$ cat config.mk
export PLATFORM = sky130hd
export DESIGN_NAME = halfband_interp2
export DESIGN_NICKNAME = d
export VERILOG_FILES = /design/src/rtl/halfband_pkg.sv /design/src/rtl/halfband_round_sat.sv /design/src/rtl/halfband_interp2.sv
export SDC_FILE = /design/constraint.sdc
export NUM_CORES = 1
export LEC_CHECK = 0
export ABC_CLOCK_PERIOD_IN_PS = 17100
export CORE_UTILIZATION = 40
export CTS_BUF_LIST = sky130_fd_sc_hd__clkbuf_2 sky130_fd_sc_hd__clkbuf_4 sky130_fd_sc_hd__clkbuf_8
export DETAILED_ROUTE_END_ITERATION = 6
export PLACE_DENSITY = 0.66
export SETUP_SLACK_MARGIN = 0.05
export SLEW_MARGIN = 20
export SYNTH_ARGS = -nofsm -noshare
export SYNTH_HDL_FRONTEND = slang
export SYNTH_SLANG_ARGS = --single-unit
$ cat constraint.sdc
create_clock -name clk -period 17.1 [get_ports clk]
set_input_delay 2.565 -clock clk [delete_from_list [all_inputs] [get_ports clk]]
set_output_delay 2.565 -clock clk [all_outputs]
set_load 0.03 [all_outputs]
$ cat src/rtl/halfband_pkg.sv
// rtl/halfband_pkg.sv - shared widths, Q15 pair coefficients and FSM state type for the half-band interpolator
package halfband_pkg;

  localparam int DATA_W    = 16;
  localparam int ACC_W     = 36;
  localparam int NUM_PAIRS = 8;
  localparam int COEF_W    = 16;
  localparam int CNT_W     = $clog2(NUM_PAIRS);

  // Symmetric pair coefficients, k = 0 outermost; they sum to 16384 so the FIR phase has unity DC gain.
  localparam logic signed [COEF_W-1:0] COEFS [NUM_PAIRS] = '{
    -16'sd12, 16'sd48, -16'sd140, 16'sd340, -16'sd740, 16'sd1520, -16'sd3280, 16'sd18648
  };

  typedef enum logic [1:0] {
    IDLE,
    MAC,
    EMIT0,
    EMIT1
  } state_t;

endpackage

$ cat src/rtl/halfband_round_sat.sv
// rtl/halfband_round_sat.sv - round-half-up Q15 scaling and saturation of the FIR accumulator
module halfband_round_sat
  import halfband_pkg::*;
(
  input  logic [ACC_W-1:0]  acc,
  output logic [DATA_W-1:0] data,
  output logic              sat
);

  localparam int SHIFT = 15;
  localparam int Q_W   = ACC_W - SHIFT;
  localparam logic signed [ACC_W-1:0] HALF_LSB = ACC_W'(1) << (SHIFT - 1);
  localparam logic signed [Q_W-1:0]   MAX_Q    = Q_W'((2 ** (DATA_W - 1)) - 1);
  localparam logic signed [Q_W-1:0]   MIN_Q    = -Q_W'(2 ** (DATA_W - 1));

  logic signed [ACC_W-1:0] sum;
  logic signed [Q_W-1:0]   q;

  always_comb begin
    sum  = $signed(acc) + HALF_LSB;
    q    = Q_W'(sum >>> SHIFT);
    data = q[DATA_W-1:0];
    sat  = 1'b0;
    if (q > MAX_Q) begin
      data = MAX_Q[DATA_W-1:0];
      sat  = 1'b1;
    end else if (q < MIN_Q) begin
      data = MIN_Q[DATA_W-1:0];
      sat  = 1'b1;
    end
  end

endmodule

$ cat src/rtl/halfband_interp2.sv
// rtl/halfband_interp2.sv - 2x half-band interpolator: one serial MAC per input, then FIR and centre-tap outputs
module halfband_interp2 #(
  parameter int DATA_W = 16,
  parameter int TAPS   = 31
) (
  input  logic              clk,
  input  logic              reset_n,
  input  logic [DATA_W-1:0] in_data,
  input  logic              in_valid,
  output logic              in_ready,
  output logic [DATA_W-1:0] out_data,
  output logic              out_valid,
  input  logic              out_ready,
  output logic              out_phase,
  output logic              out_sat
);
  import halfband_pkg::*;

  localparam int DLY_LEN = (TAPS + 1) / 2;
  localparam int IDX_W   = $clog2(DLY_LEN);
  localparam int CENTRE  = DLY_LEN / 2 - 1;
  localparam int PRE_W   = DATA_W + 1;
  localparam int PROD_W  = PRE_W + COEF_W;

  state_t                   state, state_nxt;
  logic [CNT_W-1:0]         cnt;
  logic signed [DATA_W-1:0] d [DLY_LEN];
  logic signed [ACC_W-1:0]  acc;
  logic                     accept;
  logic [IDX_W-1:0]         idx_lo, idx_hi;
  logic signed [PRE_W-1:0]  pre_sum;
  logic signed [PROD_W-1:0] prod;
  logic [DATA_W-1:0]        rs_data;
  logic                     rs_sat;

  // Held low during reset so nothing upstream sees a ready before release.
  assign in_ready = (state == IDLE) && reset_n;
  assign accept   = in_valid && in_ready;

  assign idx_lo  = IDX_W'(cnt);
  assign idx_hi  = IDX_W'(DLY_LEN - 1) - idx_lo;
  assign pre_sum = PRE_W'(d[idx_lo]) + PRE_W'(d[idx_hi]);
  assign prod    = PROD_W'(pre_sum) * PROD_W'(COEFS[cnt]);

  always_ff @(posedge clk or negedge reset_n) begin
    if (!reset_n) begin
      state <= IDLE;
      cnt   <= '0;
      acc   <= '0;
      for (int k = 0; k < DLY_LEN; k++) d[k] <= '0;
    end else begin
      state <= state_nxt;
      if (accept) begin
        for (int k = DLY_LEN - 1; k > 0; k--) d[k] <= d[k-1];
        d[0] <= in_data;
        acc  <= '0;
        cnt  <= '0;
      end else if (state == MAC) begin
        acc <= acc + ACC_W'(prod);
        cnt <= cnt + 1'b1;
      end
    end
  end

  always_comb begin
    state_nxt = state;
    out_valid = 1'b0;
    out_phase = 1'b0;
    out_data  = '0;
    out_sat   = 1'b0;
    case (state)
      IDLE: begin
        if (accept) state_nxt = MAC;
      end
      MAC: begin
        if (cnt == CNT_W'(NUM_PAIRS - 1)) state_nxt = EMIT0;
      end
      EMIT0: begin
        out_valid = 1'b1;
        out_data  = rs_data;
        out_sat   = rs_sat;
        if (out_ready) state_nxt = EMIT1;
      end
      EMIT1: begin
        out_valid = 1'b1;
        out_phase = 1'b1;
        out_data  = d[CENTRE];
        if (out_ready) state_nxt = IDLE;
      end
      default: state_nxt = IDLE;
    endcase
  end

  halfband_round_sat u_round_sat (
    .acc  (acc),
    .data (rs_data),
    .sat  (rs_sat)
  );

endmodule

=== Yosys cells after proc, flatten, opt, wreduce, memory -nomap -nowiden ===
Memory sizes are Yosys's and may differ from the RTL's.
Cells that the tools add are included.

* Memory bits (read-only): 128
* Bits in registers: 297
* Memories kept: 1

{| class="wikitable"
|+ Memories
! name !! depth !! bits a word !! read ports !! clocked after memory_dff !! write ports !! RTL line !! text
|-
| (no name shown) || 8 || 16 || 1 || 0 || 0 || halfband_interp2.sv:43 || <nowiki>assign prod = PROD_W'(pre_sum) * PROD_W'(COEFS[cnt]);</nowiki>
|}

* Add/subtract/negate cells: 5
* Bitwise logic cells: 3
* $mul: 1
* $lt $le $gt $ge: 5
* Equal/unequal tests: 8
* Reductions and logical operators: 6
* Multiplexer cells: 25

{| class="wikitable"
|+ Operator list
! operator !! count
|-
| binary-select mux 16 bit (select 4 bit) || 2
|-
| two-way mux 16 bit || 8
|-
| two-way mux 36 bit || 2
|-
| adder 36 x 16 -> 36 bit, second input constant || 1
|-
| adder 36 x 33 -> 36 bit || 1
|-
| multiplier 17 x 16 -> 33 bit || 1
|-
| one-hot mux 16 bit (2 select lines) || 1
|-
| greater-than comparator 21 x 16 -> 1 bit, second input constant || 1
|-
| < comparator 21 x 16 -> 1 bit, second input constant || 1
|-
| adder 16 x 16 -> 17 bit || 1
|-
| greater-or-equal comparator 5 bit, second input constant || 2
|-
| two-way mux 2 bit || 4
|-
| one-hot mux 2 bit (4 select lines) || 1
|-
| two-way mux 3 bit || 2
|-
| inequality test 2 bit, second input constant || 3
|-
| two-way mux 1 bit || 5
|-
| inverter 3 -> 5 bit || 1
|-
| inverter 4 -> 5 bit || 1
|-
| equality test 2 bit, second input constant || 2
|-
| greater-or-equal comparator 4 bit, second input constant || 1
|-
| inverter 3 -> 4 bit || 1
|-
| AND reduction 4 bit || 1
|-
| subtractor 4 x 3 -> 4 bit, first input constant || 1
|-
| adder 3 x 1 -> 3 bit, second input constant || 1
|-
| other kinds (7) || 8
|}

=== Logic depth before layout (Yosys ltp) ===
Gate-level depths: netlist of the first run.

* Depth in word-level cells: 10
* Depth in mapped cells: 37
* Gate-level depth less buffers: 33

=== Modules after synthesis ===
From an unflattened synthesis of the first run, not the netlist that was laid out.

* Cells, all modules: 2837
* Area, all modules: 25319.3 sq um

{| class="wikitable"
|+ Modules (own cells, without submodules)
! module !! area an instance (sq um) !! cells an instance !! instances
|-
| halfband_interp2 || 24668.7 || 2749 || 1
|-
| halfband_round_sat || 650.6 || 88 || 1
|}

=== Worst setup path before layout of the first run ===
No wires, ideal clock.

* Path kind: register to register
* From: register cnt[0]
* To: register acc[23]
* Data required time: 16.974 ns
* Clock period less this slack: 9.356 ns
* Setup time: 0.126 ns
* Data arrival time: 9.230 ns
* Stages on the path, launching flop included: 33
* Slack: 7.744 ns
* Cells stage by stage: dfrtp_1 clkbuf_1 buf_2 mux4_2 mux2_2 ha_1 fa_1 a21o_1 a21oi_2 o21ai_2 a2111oi_2 o21ba_2 o21ai_2 xor2_1 inv_2 fa_1 fa_1 fa_1 inv_1 fa_1 fa_1 inv_1 fa_1 inv_1 ha_1 and3_1 and3_1 a32oi_1 nand2_1 a311oi_1 o21ai_0 mux2i_1 a311o_1

* Cells in the longest elaborated chain, start to end: 10
* Elaborated cells on any way between the ends: 18
* Those cells by class: add/sub: 3; mul: 1; mux: 10; bitwise: 3; memory: 1

{| class="wikitable"
|+ RTL lines
! what !! RTL line !! text
|-
| start, declared || halfband_interp2.sv:26 || <nowiki>logic [CNT_W-1:0] cnt;</nowiki>
|-
| start signal, assigned || halfband_interp2.sv:60 || <nowiki>cnt <= cnt + 1'b1;</nowiki>
|-
| subtractor 4 x 3 -> 4 bit || halfband_interp2.sv:41 || <nowiki>assign idx_hi = IDX_W'(DLY_LEN - 1) - idx_lo;</nowiki>
|-
| inverter 4 -> 5 bit (implied by the code) || halfband_interp2.sv:42 || <nowiki>assign pre_sum = PRE_W'(d[idx_lo]) + PRE_W'(d[idx_hi]);</nowiki>
|-
| binary-select mux 16 bit (select 4 bit) || halfband_interp2.sv:42 ||
|-
| two-way mux 16 bit (implied by the code) (2 in series) || halfband_interp2.sv:42 ||
|-
| adder 16 x 16 -> 17 bit || halfband_interp2.sv:42 ||
|-
| multiplier 17 x 16 -> 33 bit * || halfband_interp2.sv:43 ||
|-
| adder 36 x 33 -> 36 bit * || halfband_interp2.sv:59 || <nowiki>acc <= acc + ACC_W'(prod);</nowiki>
|-
| two-way mux 36 bit * || halfband_interp2.sv:58 || <nowiki>end else if (state == MAC) begin</nowiki>
|-
| two-way mux 36 bit * || halfband_interp2.sv:53 || <nowiki>if (accept) begin</nowiki>
|-
| end signal, assigned || halfband_interp2.sv:59 ||
|-
| end, declared || halfband_interp2.sv:28 || <nowiki>logic signed [ACC_W-1:0] acc;</nowiki>
|}

Mark *: on every way between the ends. The rest lies on a longest branch, timed or not. The select of a mux whose other input is x is not followed.
A chain may end at the register's enable or synchronous reset.

=== Final worst setup path of the first run ===
Same ends and word-level chain as after synthesis.

==> results.cfg, run 1 <==
[run_status]
status = finished clean

[timing]
rsz0062_at_grt = no
tightest_slew_ps = 1230
hold_viol = 0
fin_crit_ps = 10570
skew_ps = 20.0
final.period_utilization_pct = 61.8
slew_violations = 0
setup_viol = 0
timing.fmax_ghz = 0.0946
slew_headroom_pct = 17.7
setup_tns_ps = 0

[cells_and_area]
synthToLayoutAreaGrowth_pct = 8.89
final-seq-area_um2 = 7390
drive_gt1_share_pct = 8.95
multiInputGateArea_um2 = 15900
fill_cells = 5945
fin_nets = 3173
postLayoutCoreUtil_pct = 44.1
diodes = 0

[yosys]
ys_warn_count = 0
synth.top_cells.by_area = dfrtp_1 (29%), fa_1 (21%), nand2_1 (14%)
ys_types = 70
syn_nets = 3180
yosysMostFrequentCell = nand2_1
synth_edf_count = 0
synth_common_cells = nand2_1 (930), inv_1 (357), dfrtp_1 (295)
yosysTopAreaCellShare_pct = 29.5
ys_ff_latch = 295
synth_top_flop_cell = dfrtp_1
syn_area_um2 = 25100
synth-async-reset-ratio_pct = 100
synthCells = 2745
yosys.area.top_type = dfrtp_1
ys_seq_area_share_pct = 29.5
avgSynthCellArea_um2 = 9.13

[clock_tree]
cts-root-buf = clkbuf_8
cts_tree = built
clk_latency_ps = 580
clockBufferDepth = 3
ctsResizeCount = 0
cts_setup_buffers = 0
cts_buffers = 48
path_clk_slew_ps = 70
postCtsHoldBufs = 0
htreeDepth = 2
clock_sinks = 295

[critical_path]
worstPathArrival_ps = 11030
crit_required_ps = 17570
slowest_delay_ps = 670
critPathLaunchType = flop
crit_path_end_kind = flop
crit_top_cell = fa_1
crit_path_max_fanout = 32
critical-path-slowest-cell = dfrtp_4
critPathKind = flop to flop

[floorplanning]
start_util_pct = 40.5
dieWidth_um = 252
die_area_um2 = 63700
coreArea_um2 = 61800
io_pins = 40
die_y_um = 252
rows = 91

[global_routing]
grt_max_degree = 227
grt.overflow.total = 0
grt_pass1_vias = 18100
antenna_found_initial = 0
grt_usage_pct = 18.9
grt_pass1_wl_mm = 96.7

[routing]
wire_per_inst_um = 16.1
via_count = 18000
via_per_inst = 4.98
first_iter_violations = 1206
ant_nets = 0
drt_first_pass_iters = 6
wl_mm = 58.0
drc = 0

[placement]
io_buffers = 39
finalWeightedCongestion = 0.884
dpl.hpwl_mm = 42.8

[run]
maxCapViolCount = 0

[min_path]
holdCritPathClass = flop to flop
==> path summary, 6_finish.rpt <==
kind | slack, ps | start | end | cells after the start
setup reg to reg | 6530 | cnt[0]$_DFFE_PN0P_ | acc[23]$_DFFE_PN0P_ | 31
hold reg to reg | 480 | d[16]$_DFFE_PN0P_ | d[0]$_DFFE_PN0P_ | 2
max in group asynchronous | 13800 | reset_n | cnt[1]$_DFFE_PN0P_ | 2
min in group asynchronous | 1950 | reset_n | d[148]$_DFFE_PN0P_ | 1
setup / recovery | 6530 | cnt[0]$_DFFE_PN0P_ | acc[23]$_DFFE_PN0P_ | 31
hold / removal | 480 | d[16]$_DFFE_PN0P_ | d[0]$_DFFE_PN0P_ | 2
==> per-layer routing <==
metal	share of wire [%]	vias up	GRT usage [%]
met5	0	-	0
met4	2.5	0	5.00
met3	4.7	72	2.16
met2	47	422	30.7
met1	46	8936	26.9
li1	-	8552	-
==> cells by family (layout without fill, tap and decap cells) <==
family,Yosys count,in the layout,share of synthesized area (%)
AND/OR/NAND/NOR,1171,1171,18.4
multiplexers,119,119,8.11
adder cells (fa/ha/maj),415,415,28.7
XOR/XNOR,72,72,2.65
buffers and inverters,480,507,7.37
AO/OA/AOI/OAI,193,193,5.29
flip-flops,295,295,29.5
==> cell usage in the layout (no fill, tap or decap), types with 38 or more instances in the layout <==
cell	instances
a21oi_1	48
fa_1	266
clkbuf_8	61
o21ai_0	39
xnor2_1	46
nor2_1	159
nand2_1	929
clkdlybuf4s50_1	38
ha_1	148
mux4_2	64
dfrtp_1	292
inv_1	357
==> per-stage QoR <==
| stage | cell area, um^2 | hold WS, ps | instances | setup WS, ps |
|---|---|---|---|---|
| 4_1_cts | 27200 | 481 | 3608 | 6540 |
| 3_5_place_dp | 26200 | 461 | 3524 | 6570 |
| 6_report | 27300 | 475 | 3609 | 6530 |
| 2_1_floorplan | 25100 | 441 | 2745 | 7740 |
| 3_3_place_gp | 26200 | 459 | 3524 | 6700 |
| 5_1_grt | 27300 | 500 | 3609 | 5950 |
==> area by class of cell <==
cell class,instances,area share [%]
Clock buffer,72,3.38
Clock inverter,12,0.431
Tap cell,837,3.84
Timing Repair Buffer,56,2.05
Inverter,367,5.05
Multi-Input combinational cell,1970,58.2
Sequential cell,295,27.1
==> worst max-delay path, delay by kind of cell (launching register included) <==
family          cells  cell delay [ps]
buf+inv             5              950
simple gates        3              630
xor+xnor            1              640
compound gates     10             2380
mux                 3              990
fa+ha+maj           9             4150
flops               1              670
==> sequential cells by signal, indices dropped and copies added (netlist names) <==
register	cells
d	256
cnt	3
acc	34
state	2
Power of run 1 is not shown: default switching activity piles up to over one toggle a cycle in this logic, so the estimate is an artifact.
==> inputs of run 2 (changes only) <==
Settings changed: ABC_CLOCK_PERIOD_IN_PS 17100 to 10560.
Clock period 17.1 ns to 10.56 ns, I/O delays scaled along.
==> run 2 against run 1 <==
Against the previous run:
- critical path depth fell by 2
- non-clock buffer count rose by 17
- utilization grew 0.067 points
- clock skew fell by 6.1 ps
- design area up 0.15%
==> results.cfg, run 2 (same netlist as run 1, synthesis figures left out) <==
[floorplanning]
die_area_um2 = 63700
die_y_um = 252
coreArea_um2 = 61800
dieWidth_um = 252
rows = 91
start_util_pct = 40.5
io_pins = 40

[critical_path]
crit_family = adder cells
crit_path_end_kind = flop
crit_top_cell = fa_1
crit_required_ps = 11010
worstPathArrival_ps = 10360
critPathBufInv = 4
r2r-start = cnt[0]$_DFFE_PN0P_
crit_path_max_fanout = 26
reg2reg_slack_ps = 650
r2r_end = acc[23]$_DFFE_PN0P_
critPathLaunchType = flop
slowest_delay_ps = 770
critical-path-slowest-cell = dfrtp_4
critPathKind = flop to flop
r2r.worst_path.cells = 29

[cells_and_area]
fill_cells = 5951
top_register = d
synthToLayoutAreaGrowth_pct = 9.05
fin_nets = 3187
largest_reg_flops = 256
diodes = 0
final_common_cell = nand2_1
drive_gt1_share_pct = 9.16
reg_top3 = d: 256 flops, acc: 34 flops, cnt: 3 flops
final_area_um2 = 27300
mostFrequentLayoutCells = nand2_1 (929), inv_1 (357), dfrtp_1 (292)

[timing]
fin_crit_ps = 9910
rsz0062_at_grt = no
whs_ps = 471
hold_viol = 0
timing.fmax_ghz = 0.101
timing.final.ws_setup_ps = 649
final.period_utilization_pct = 93.9
slew_violations = 0
slew_headroom_pct = 24.4
tightest_slew_ps = 1130
skew_ps = 13.9
setup_viol = 0
setup_tns_ps = 0

[global_routing]
grt_max_degree = 212
grt.overflow.total = 0
grt_usage_pct = 19.3
grt_pass1_vias = 18300
antenna_found_initial = 0
grt_pass1_wl_mm = 97.7

[placement]
dpl.hpwl_mm = 43.8
io_buffers = 39
finalWeightedCongestion = 0.918
pre_cts_slack_ps = 678
place_area_um2 = 26300

[clock_tree]
ctsResizeCount = 0
postCtsHoldBufs = 0
path_clk_slew_ps = 60
htreeDepth = 2
cts_buffers = 45
cts-root-buf = clkbuf_8
clockBufferDepth = 3
cts_setup_buffers = 0
clk_latency_ps = 570
cts_tree = built
clock_sinks = 295

[run]
maxCapViolCount = 0

[routing]
drc = 0
drt_first_pass_iters = 5
via_per_inst = 4.98
via_count = 18000
ant_nets = 0
first_iter_violations = 1266
wire_per_inst_um = 16.2
wl_mm = 58.6

[min_path]
holdCritPathClass = flop to flop
worstHoldStart = d[8]$_DFFE_PN0P_
holdPathStages = 2
hold_path_end = d[8]$_DFFE_PN0P_

[run_status]
status = finished clean
==> run 2: worst max-delay path by stage <==
stage | slack, ps | depth (start not counted) | to | from
after floorplan | 1200 | 32 | acc[23]$_DFFE_PN0P_ | cnt[0]$_DFFE_PN0P_
after global placement | 750 | 29 | acc[23]$_DFFE_PN0P_ | cnt[0]$_DFFE_PN0P_
after detailed placement | 680 | 27 | acc[23]$_DFFE_PN0P_ | cnt[0]$_DFFE_PN0P_
after CTS | 610 | 27 | acc[23]$_DFFE_PN0P_ | cnt[0]$_DFFE_PN0P_
after global routing | 80 | 29 | acc[23]$_DFFE_PN0P_ | cnt[0]$_DFFE_PN0P_
final | 650 | 29 | acc[23]$_DFFE_PN0P_ | cnt[0]$_DFFE_PN0P_
==> run 2: metal layers <==
metal  up-vias  routed length (um)  global-route usage [%]
met1      8971               26400                    27.3
met5         -                   0                       0
met3        94                3210                    2.76
met4         0                1770                    6.30
met2       419               27300                    30.5
li1       8554                   -                       -
==> run 2: area by class of cell <==
class,count,area (um^2),area share [%]
multi-input cells,1970,15900,58.0
flip-flops and latches,295,7390,27.0
inverters,367,1380,5.04
well taps,837,1050,3.83
clock buffers,71,877,3.21
repair buffers,73,667,2.44
clock inverters,7,115,0.421
==> run 2: worst register-to-register path, delay by kind of cell, from the launching register on <==
family | cells | cell delay (ps)
AO/OA/AOI/OAI | 9 | 2400
XOR/XNOR | 1 | 450
adder cells (fa/ha/maj) | 9 | 4180
buffers and inverters | 4 | 410
flip-flops | 1 | 770
multiplexers | 3 | 1000
AND/OR/NAND/NOR | 3 | 590
==> run 2: stage by stage <==
stage                     utilization, %  instances
after floorplan                        -       2745
final                               44.2       3620
after global placement              42.6       3542
after detailed placement            42.6       3542
after global routing                44.2       3620
after CTS                           44.2       3620
Power of run 2 is left out for the same reason.
==> inputs of run 3 (changes only) <==
Settings changed: CTS_CLUSTER_DIAMETER set to 60, SLEW_MARGIN 20 to unset.
==> run 3 against run 2 <==
Against the previous run:
- critical path depth did not move
- count of clock-buffer cells in the layout did not move
- sequential cell count unchanged
- critical path type unchanged
- highest routed layer unchanged
==> results.cfg, run 3 (same netlist as run 1, synthesis figures left out) <==
[global_routing]
use_met2_pct = 30.5
grtUsageMet3_pct = 2.76
grt_max_degree = 212
grt_pass1_vias = 18300
grt-busiest-layer = met2
grt_pass1_wl_mm = 97.7
grt_usage_pct = 19.3
grtUsageMet1_pct = 27.3
grt.overflow.total = 0
antenna_found_initial = 0

[clock_tree]
path_clk_slew_ps = 60
cts_buffers = 45
postCtsHoldBufs = 0
htreeDepth = 2
ctsResizeCount = 0
clockBufferDepth = 3
clk_latency_ps = 570
cts-root-buf = clkbuf_8
cts_setup_buffers = 0
cts_tree = built
clock_sinks = 295

[placement]
finalWeightedCongestion = 0.918
dpl.hpwl_mm = 43.8
pre_cts_slack_ps = 678
io_buffers = 39

[routing]
ant_nets = 0
wire_per_inst_um = 16.2
drc = 0
via_per_inst = 5.00
wl_mm = 58.7
first_iter_violations = 1267
via_count = 18100
drt_first_pass_iters = 5

[cells_and_area]
fill_cells = 5953
final_common_cell = nand2_1
synthToLayoutAreaGrowth_pct = 9.04
fin_nets = 3187
mostFrequentLayoutCells = nand2_1 (929), inv_1 (357), dfrtp_1 (292)
drive_gt1_share_pct = 9.16
top_register = d
reg_top3 = d: 256 flops, acc: 34 flops, cnt: 3 flops
largest_reg_flops = 256
diodes = 0
final-seq-area_um2 = 7390
multiInputGateArea_um2 = 15900

[critical_path]
slowest_delay_ps = 770
crit_required_ps = 11010
crit_top_cell = fa_1
crit_path_max_fanout = 26
crit_path_end_kind = flop
worstPathArrival_ps = 10360
critPathLaunchType = flop
critPathKind = flop to flop
critical-path-slowest-cell = dfrtp_4

[run]
maxCapViolCount = 0

[floorplanning]
dieWidth_um = 252
rows = 91
io_pins = 40
die_area_um2 = 63700
coreArea_um2 = 61800
start_util_pct = 40.5
die_y_um = 252

[timing]
final.period_utilization_pct = 93.8
skew_ps = 13.9
slew_headroom_pct = 28.4
tightest_slew_ps = 1070
setup_viol = 0
rsz0062_at_grt = no
hold_viol = 0
timing.final.ws_setup_ps = 656
slew_violations = 0
fin_crit_ps = 9900
setup_tns_ps = 0
timing.fmax_ghz = 0.101

[min_path]
holdCritPathClass = flop to flop

[run_status]
status = finished clean
-- run 3: cell count changes in the layout (fill, tap and decap cells not counted) --
cell / previous run / this run
buf_6: 1 / 0
buf_4: 32 / 33
-- run 3: metal layers --
layer | up-vias | wire [um] | part of all wire, %
li1 | 8556 | - | -
met1 | 8987 | 26300 | 45
met2 | 456 | 27300 | 46
met3 | 94 | 3320 | 5.7
met4 | 0 | 1770 | 3.0
met5 | - | 0 | 0
-- run 3: path summary, 6_finish.rpt --
| kind | cells after the start | startpoint | end | slack (ps) |
|---|---|---|---|---|
| worst max register to register | 29 | cnt[0]$_DFFE_PN0P_ | acc[23]$_DFFE_PN0P_ | 660 |
| min in group asynchronous | 1 | reset_n | d[213]$_DFFE_PN0P_ | 1050 |
| worst min-delay path | 2 | d[2]$_DFFE_PN0P_ | d[2]$_DFFE_PN0P_ | 470 |
| max in group asynchronous | 3 | reset_n | d[192]$_DFFE_PN0P_ | 7310 |
| worst min register to register | 2 | d[2]$_DFFE_PN0P_ | d[2]$_DFFE_PN0P_ | 470 |
| worst max-delay path | 29 | cnt[0]$_DFFE_PN0P_ | acc[23]$_DFFE_PN0P_ | 660 |
-- run 3: stage by stage --
stage,std cells,hold slack (ps),utilization (%),cell area (um^2)
final,3620,472,44.2,27300
after global routing,3620,491,44.2,27300
after CTS,3620,477,44.2,27300
after detailed placement,3542,461,42.6,26300
after global placement,3542,456,42.6,26300
after floorplan,2745,441,-,25100
-- run 3: worst max-delay path, delay by kind of cell (launching register included) --
family,cells,cell delay (ps)
compound gates,9,2400
xor+xnor,1,450
fa+ha+maj,9,4180
buf+inv,4,400
flops,1,770
mux,3,990
simple gates,3,590
-- run 3: cell type report --
cell class                      count  share of cell area [%]
Clock buffer                       71                    3.21
Clock inverter                      7                   0.421
Inverter                          367                    5.04
Multi-Input combinational cell   1970                    58.0
Sequential cell                   295                    27.0
Tap cell                          837                    3.83
Timing Repair Buffer               73                    2.43
Power of run 3 is left out for the same reason.
